$ cat src/rtl/fifo_burst_writer_if.sv
// Write-side bus of the burst writer: request channel, upstream stream, and async FIFO write port.
interface fifo_burst_writer_if #(
  parameter int ADDR_SIZE = 4,
  parameter int DATA_SIZE = 8
);
  logic                 req_valid;
  logic [ADDR_SIZE:0]   req_len;
  logic                 req_ready;
  logic                 s_valid;
  logic [DATA_SIZE-1:0] s_data;
  logic                 s_ready;
  logic                 winc;
  logic [DATA_SIZE-1:0] wdata;
  logic                 wfull;
  logic [ADDR_SIZE:0]   wptr;
  logic [ADDR_SIZE:0]   wq2_rptr;

  // master: the burst writer itself
  modport master (
    input  req_valid, req_len, s_valid, s_data, wfull, wptr, wq2_rptr,
    output req_ready, s_ready, winc, wdata
  );

  modport slave (
    output req_valid, req_len, s_valid, s_data, wfull, wptr, wq2_rptr,
    input  req_ready, s_ready, winc, wdata
  );
endinterface

$ cat src/rtl/fifo_burst_writer.sv
// Burst initiator for the async FIFO write side; only starts a burst when it fits in free space.
// Optional almost-full output enabled by FIFO_BURST_WR_ALMOST_FULL_EN.
module fifo_burst_writer #(
  parameter int ADDR_SIZE = 4,
  parameter int DATA_SIZE = 8
`ifdef FIFO_BURST_WR_ALMOST_FULL_EN
  ,
  parameter int AF_THRESH = (1 << ADDR_SIZE) - 2
`endif
) (
  input  logic               wclk,
  input  logic               wrst_n,
  fifo_burst_writer_if.master bus,
  output logic [ADDR_SIZE:0] wlevel,
  output logic               busy,
  output logic               burst_done,
  output logic               req_err
`ifdef FIFO_BURST_WR_ALMOST_FULL_EN
  ,
  output logic               walmost_full
`endif
);

  // state      | meaning
  // IDLE       | waiting for a request
  // WAIT_SPACE | accepted, waiting until free >= remaining
  // BURST      | streaming words into the FIFO
  // SETTLE     | one cycle for wlevel to catch the last write
  typedef enum logic [1:0] {IDLE, WAIT_SPACE, BURST, SETTLE} state_t;

  localparam logic [ADDR_SIZE:0] DEPTH = {1'b1, {ADDR_SIZE{1'b0}}};
  localparam logic [ADDR_SIZE:0] ONE   = (ADDR_SIZE+1)'(1);

  state_t             state;
  logic [ADDR_SIZE:0] remaining;
  logic [ADDR_SIZE:0] wlevel_next;
  logic [ADDR_SIZE:0] free;
  logic               req_ready_q;
  logic               wr_fire;

  function automatic logic [ADDR_SIZE:0] gray2bin(input logic [ADDR_SIZE:0] g);
    logic [ADDR_SIZE:0] b;
    b[ADDR_SIZE] = g[ADDR_SIZE];
    for (int i = ADDR_SIZE - 1; i >= 0; i--) b[i] = b[i+1] ^ g[i];
    return b;
  endfunction

  assign wlevel_next = gray2bin(bus.wptr) - gray2bin(bus.wq2_rptr);
  assign free        = DEPTH - wlevel;

  // wfull gating keeps words safe even if the space check is ever defeated
  assign wr_fire       = (state == BURST) && bus.s_valid && !bus.wfull;
  assign bus.winc      = wr_fire;
  assign bus.s_ready   = wr_fire;
  assign bus.wdata     = bus.s_data;
  assign bus.req_ready = req_ready_q;
  assign busy          = (state != IDLE);

  always_ff @(posedge wclk or negedge wrst_n) begin
    if (!wrst_n) begin
      state       <= IDLE;
      remaining   <= '0;
      wlevel      <= '0;
      req_ready_q <= 1'b0;
      burst_done  <= 1'b0;
      req_err     <= 1'b0;
    end else begin
      wlevel      <= wlevel_next;
      req_ready_q <= 1'b0;
      burst_done  <= 1'b0;
      req_err     <= 1'b0;
      case (state)
        IDLE: begin
          // req_ready is registered, so a request still held while it is high is not taken twice
          if (bus.req_valid && !req_ready_q) begin
            req_ready_q <= 1'b1;
            if (bus.req_len > DEPTH) begin
              req_err <= 1'b1;
            end else if (bus.req_len == '0) begin
              burst_done <= 1'b1;
            end else begin
              remaining <= bus.req_len;
              state     <= WAIT_SPACE;
            end
          end
        end
        WAIT_SPACE: begin
          if (free >= remaining) state <= BURST;
        end
        BURST: begin
          if (wr_fire) begin
            remaining <= remaining - ONE;
            if (remaining == ONE) begin
              state      <= SETTLE;
              burst_done <= 1'b1;
            end
          end
        end
        SETTLE: state <= IDLE;
        default: state <= IDLE;
      endcase
    end
  end

`ifdef FIFO_BURST_WR_ALMOST_FULL_EN
  localparam logic [ADDR_SIZE:0] AF_T = AF_THRESH[ADDR_SIZE:0];

  always_ff @(posedge wclk or negedge wrst_n) begin
    if (!wrst_n) walmost_full <= 1'b0;
    else         walmost_full <= (wlevel_next >= AF_T);
  end
`endif

endmodule

$ cat src/flat_wrapper.sv
// flat-port wrapper written by rule: the top's interface ports become plain ports
module fifo_burst_writer_flat 
#(
  parameter int ADDR_SIZE = 4,
  parameter int DATA_SIZE = 8

)
  (wclk, wrst_n, wlevel, busy, burst_done, req_err, bus_req_valid, bus_req_len, bus_s_valid, bus_s_data, bus_wfull, bus_wptr, bus_wq2_rptr, bus_req_ready, bus_s_ready, bus_winc, bus_wdata);
  fifo_burst_writer_if #(.ADDR_SIZE(ADDR_SIZE), .DATA_SIZE(DATA_SIZE)) bus_i ();
  input  logic wclk;
  input  logic wrst_n;
  output logic [ADDR_SIZE:0] wlevel;
  output logic busy;
  output logic burst_done;
  output logic req_err;
  input wire logic [$bits(bus_i.req_valid)-1:0] bus_req_valid;
  input wire logic [$bits(bus_i.req_len)-1:0] bus_req_len;
  input wire logic [$bits(bus_i.s_valid)-1:0] bus_s_valid;
  input wire logic [$bits(bus_i.s_data)-1:0] bus_s_data;
  input wire logic [$bits(bus_i.wfull)-1:0] bus_wfull;
  input wire logic [$bits(bus_i.wptr)-1:0] bus_wptr;
  input wire logic [$bits(bus_i.wq2_rptr)-1:0] bus_wq2_rptr;
  output wire logic [$bits(bus_i.req_ready)-1:0] bus_req_ready;
  output wire logic [$bits(bus_i.s_ready)-1:0] bus_s_ready;
  output wire logic [$bits(bus_i.winc)-1:0] bus_winc;
  output wire logic [$bits(bus_i.wdata)-1:0] bus_wdata;
  assign bus_i.req_valid = bus_req_valid;
  assign bus_i.req_len = bus_req_len;
  assign bus_i.s_valid = bus_s_valid;
  assign bus_i.s_data = bus_s_data;
  assign bus_i.wfull = bus_wfull;
  assign bus_i.wptr = bus_wptr;
  assign bus_i.wq2_rptr = bus_wq2_rptr;
  assign bus_req_ready = bus_i.req_ready;
  assign bus_s_ready = bus_i.s_ready;
  assign bus_winc = bus_i.winc;
  assign bus_wdata = bus_i.wdata;
  fifo_burst_writer #(.ADDR_SIZE(ADDR_SIZE), .DATA_SIZE(DATA_SIZE)) u_core (.wclk(wclk), .wrst_n(wrst_n), .bus(bus_i), .wlevel(wlevel), .busy(busy), .burst_done(burst_done), .req_err(req_err));
endmodule
$ cat config.mk
export PLATFORM = sky130hd
export DESIGN_NAME = fifo_burst_writer_flat
export DESIGN_NICKNAME = d
export VERILOG_FILES = /design/src/rtl/fifo_burst_writer_if.sv /design/src/rtl/fifo_burst_writer.sv /design/src/flat_wrapper.sv
export SDC_FILE = /design/constraint.sdc
export NUM_CORES = 1
export LEC_CHECK = 0
export ABC_AREA = 0
export ABC_CLOCK_PERIOD_IN_PS = 1900
export CAP_MARGIN = 5
export CORE_ASPECT_RATIO = 0.5
export CORE_MARGIN = 1
export CORE_UTILIZATION = 29
export CTS_CLUSTER_SIZE = 30
export DETAILED_ROUTE_END_ITERATION = 12
export GPL_TIMING_DRIVEN = 0
export PLACE_DENSITY = 0.59
export SLEW_MARGIN = 20
export SYNTH_ARGS = -nofsm -noshare
export SYNTH_HDL_FRONTEND = slang
export SYNTH_SLANG_ARGS = --single-unit
export TNS_END_PERCENT = 30
$ cat constraint.sdc
create_clock -name wclk -period 1.9 [get_ports wclk]
set_input_delay 0.38 -clock wclk [delete_from_list [all_inputs] [get_ports wclk]]
set_output_delay 0.38 -clock wclk [all_outputs]
set_load 0.005 [all_outputs]
==> flow_results.org <==
** Final layout
- The layout has 363 filler cells.
- Non-filler cells, final :: 239
- The post-route netlist has between 30% and 40% of its cells at a drive strength greater than 1.
- Antenna Diode Count :: 0
- The area growth from synthesis to layout is 64.2%.
- The net count of the finished layout is 230.

** Detailed routing
- Vias post-DR :: about 1.1k
- Vias per cell :: 4.44
- The first detailed-routing pass ran for 4 iterations.
- Detail-routed net length per standard cell :: 11.2 microns
- Number of nets with antenna violations after detailed routing :: 0
- For this run, design rule violations remaining after detail routing come to 0.
- After the first detailed-routing iteration, the DRC count stood at 16.
- Final Routed Wirelength :: 2680 microns

** Placement
- Summed over all nets, the half-perimeter wirelength after detailed placement is 1930 microns.
- Cell total after placement :: 215
- Input and output buffers added on the ports amount to 38.
- The congestion estimate from routability-driven global placement came to slightly above 0.7.

** Global routing
- Maximum number of pins on one net before global-route repair :: 16
- The via count of the first global-routing pass is 1024.
- Wire length of the first global-routing pass :: a little over 4000 microns
- Global routing used 12.3% of the available tracks.
- The initial antenna violation count came to 0.
- Total grt overflow :: 0

** Synthesis
- Counting flops with a built-in enable in the synthesized netlist gives 0.
- Cell area after technology mapping :: 0.00121 sq mm
- By count the netlist is led by sky130_fd_sc_hd__dfrtp_1 (15), sky130_fd_sc_hd__ha_1 (15), sky130_fd_sc_hd__inv_1 (14).
- Yosys mapped the design onto 35 distinct sky130hd cell types.
- Register bit count reported by yosys :: 15
- Most used flip-flop cell after synthesis :: sky130_fd_sc_hd__dfrtp_1
- Syn Nets :: 167
- Portion of the post-synthesis area used by sequential elements :: 31.1%
- The Yosys step of the flow raised 0 warnings.
- Avg Cell Area, Syn :: ~9.8 sq um
- Synthesis produced a netlist whose cell count is approximately 120.
- FFs w/ async S/R, synth :: between 90% and 100%
- Most area-hungry cell type in the Yosys netlist :: sky130_fd_sc_hd__dfrtp_1
- Area share of the largest cell type after synthesis :: 31.1%
- Top cells by area, synth :: sky130_fd_sc_hd__dfrtp_1 (31%), sky130_fd_sc_hd__ha_1 (16%), sky130_fd_sc_hd__xnor2_1 (6.5%)

** Critical path
- In this run the worst path has a maximum fanout of 2.
- Required time reported for the critical path endpoint :: 2.06 ns
- Depth of the worst register-to-register path :: 9
- The worst register-to-register path has a setup slack of -0.08 ns.
- Reg-to-Reg End :: u_core.state[1]
- The setup path with the least slack is of type in -> reg.
- The startpoint identified for the worst register-to-register timing path is u_core.wlevel[0].
- Data arrival at the endpoint of the critical path :: around 2.3 ns
- The worst setup path is captured at a register.
- STA classifies the critical path startpoint as a primary input.

** Clock tree
- TritonCTS built the clock tree.
- Clock root buffer :: sky130_fd_sc_hd__clkbuf_8
- Clock-pin slew was measured on the worst setup and hold paths at 0.05 ns.
- The clock drives 15 sinks.
- TritonCTS buffer count :: 3
- Cts-stage hold buffer count :: 0
- In this run the number of H-tree levels came out at 1.
- The longest clock path from root to sink contains 2 buffers.
- For the worst-skew pair, the clock arrives at the later sink with an insertion delay of 0.25 ns.

** Floorplan
- Std-Cell Core Area :: 0.00394 sq mm
- Die X :: a little over 90 microns
- Height of the die :: 47.7 microns
- The initial utilization of the core area, before any placement, comes to a little under a third.
- In this run the count of I/O pins placed on the die edge is 47.
- The floorplan step defined a die boundary enclosing 0.00445 sq mm.
- After floorplanning, the core was divided into 16 placement rows.

** Timing
- For the pin with the worst max-slew slack, the measured transition is 0.716 ns.
- After layout, the minimum clock period comes to ~2.1 ns.
- Headroom to the max-slew limit came out at 52.1%.
- On the final layout, the worst clock skew is 0.00523 ns.
- Final Max Tran Viols :: 0
- Min setup slack post-route :: -0.195 ns
- Setup violations remaining at the end of the flow were counted as 3.
- Setup total negative slack on the finished layout was measured at -0.339 ns.
- Hold Fails Final Rpt :: 0
- Of the available clock period, the critical path in the final layout requires 110%.
- Setup repair after global routing missed its margin :: true
- Highest attainable clock frequency :: 0.477 GHz

** Power and ir drop
- Power spread over the standard cell area amounts to 1350 mW/mm^2.
- Overall power consumption after layout is estimated at about 0.0027 W.
- LEAKAGE :: between 0.9 and 1 nW
- Worst vdd ir :: approximately 400 uV

** Worst hold path
- The worst hold path passes through 3 cells.
- Worst hold path class :: in -> reg
- The worst hold path begins at bus_wptr[4].
- WHS Endpoint :: u_core.wlevel[4]

** Outcome
- The final reports fail on setup timing.
- Status :: finished with violations

** Flow run
- Max Cap Viol :: 0
cells by family after synthesis:
| group | count (synthesis) | synth area share (%) |
|---|---|---|
| AO/OA/AOI/OAI | 25 | 15.3 |
| XOR/XNOR | 15 | 10.9 |
| adder cells (fa/ha/maj) | 16 | 17.2 |
| buffers and inverters | 25 | 10.7 |
| flip-flops | 15 | 31.1 |
| multiplexers | 2 | 2.79 |
| AND/OR/NAND/NOR | 25 | 12.1 |
power by group:
group | switching, W | leakage (nW) | internal, W
logic | 0.000823 | 0.706 | 0.00101
clock network | 0.000105 | 0.0228 | 0.000148
registers | 0.000121 | 0.180 | 0.000465
total | 0.00105 | 0.909 | 0.00163
worst max path at each step:
| stage | slack [ns] | endpoint | start | cells past startpoint |
|---|---|---|---|---|
| 2_1_floorplan | -0.41 | u_core.wlevel[4] | bus_wptr[4] | 10 |
| 3_3_place_gp | -1.15 | u_core.wlevel[4] | bus_wptr[4] | 11 |
| 3_5_place_dp | -1.22 | u_core.wlevel[4] | bus_wptr[4] | 11 |
| 4_1_cts | -0.19 | u_core.wlevel[4] | bus_wptr[3] | 11 |
| 5_1_grt | -0.29 | u_core.wlevel[4] | bus_wptr[3] | 11 |
| 6_report | -0.20 | u_core.wlevel[4] | bus_wptr[3] | 11 |
sequential cells by signal, indices dropped and copies added, names as in the netlist:
register              cells
u_core.bus.req_ready      1
u_core.req_err            1
u_core.wlevel             5
u_core.state              2
u_core.burst_done         1
u_core.remaining          5
layout make-up:
| class | instances | area (sq um) | share of cell area [%] |
|---|---|---|---|
| flip-flops and latches | 15 | 375 | 18.9 |
| multi-input cells | 83 | 828 | 41.7 |
| repair buffers | 58 | 533 | 26.9 |
| inverters | 14 | 52.6 | 2.65 |
| plain buffers | 11 | 82.6 | 4.16 |
| clock buffers | 4 | 45.0 | 2.27 |
| well taps | 54 | 67.6 | 3.40 |
what timing repair did:
item                       CTS  global route
gates cloned                 0             0
setup buffers               14             6
resized for setup           52             7
pin swaps                   20            13
setup endpoints to repair   14            11
per-stage QoR:
step	util, %	hold slack (ns)	area, sq um	setup WS [ns]
5_1_grt	50.3	0.477	1980	-0.292
3_5_place_dp	42.9	0.518	1690	-1.22
6_report	50.3	0.479	1980	-0.195
3_3_place_gp	42.9	0.507	1690	-1.15
4_1_cts	48.9	0.476	1930	-0.194
2_1_floorplan	-	0.0844	1240	-0.410
critical path: stages:
cell and delay (ns):
sky130_fd_sc_hd__buf_8 0.10, sky130_fd_sc_hd__xor2_4 0.18, sky130_fd_sc_hd__xor2_2 0.24, sky130_fd_sc_hd__xor2_2 0.19, sky130_fd_sc_hd__xnor2_1 0.14, sky130_fd_sc_hd__ha_2 0.20, sky130_fd_sc_hd__inv_2 0.04, sky130_fd_sc_hd__fa_2 0.33
sky130_fd_sc_hd__a21o_1 0.17, sky130_fd_sc_hd__a21oi_2 0.14, sky130_fd_sc_hd__xnor2_1 0.13
cells in the final DEF, fill, tap and decap left out, types with 4 or more instances in the layout:
master / count
sky130_fd_sc_hd__dlygate4sd2_1: 5
sky130_fd_sc_hd__buf_6: 4
sky130_fd_sc_hd__inv_2: 4
sky130_fd_sc_hd__nand2_1: 6
sky130_fd_sc_hd__buf_4: 30
sky130_fd_sc_hd__clkdlybuf4s50_1: 25
sky130_fd_sc_hd__xor2_2: 4
sky130_fd_sc_hd__inv_1: 10
sky130_fd_sc_hd__xnor2_1: 8
sky130_fd_sc_hd__nor2_1: 4
sky130_fd_sc_hd__ha_1: 11
sky130_fd_sc_hd__dfrtp_1: 15
sky130_fd_sc_hd__o21ai_1: 4
layer usage:
metal	part of all wire (%)	GRT usage, %	up-vias	wire (microns)
met5	0	0	-	0
met4	0.86	2.77	0	23
met3	4.8	2.38	2	128
met2	55	26.3	32	1470
met1	39	13.2	494	1050
li1	-	-	532	-
(Power assumes the default switching activity.)
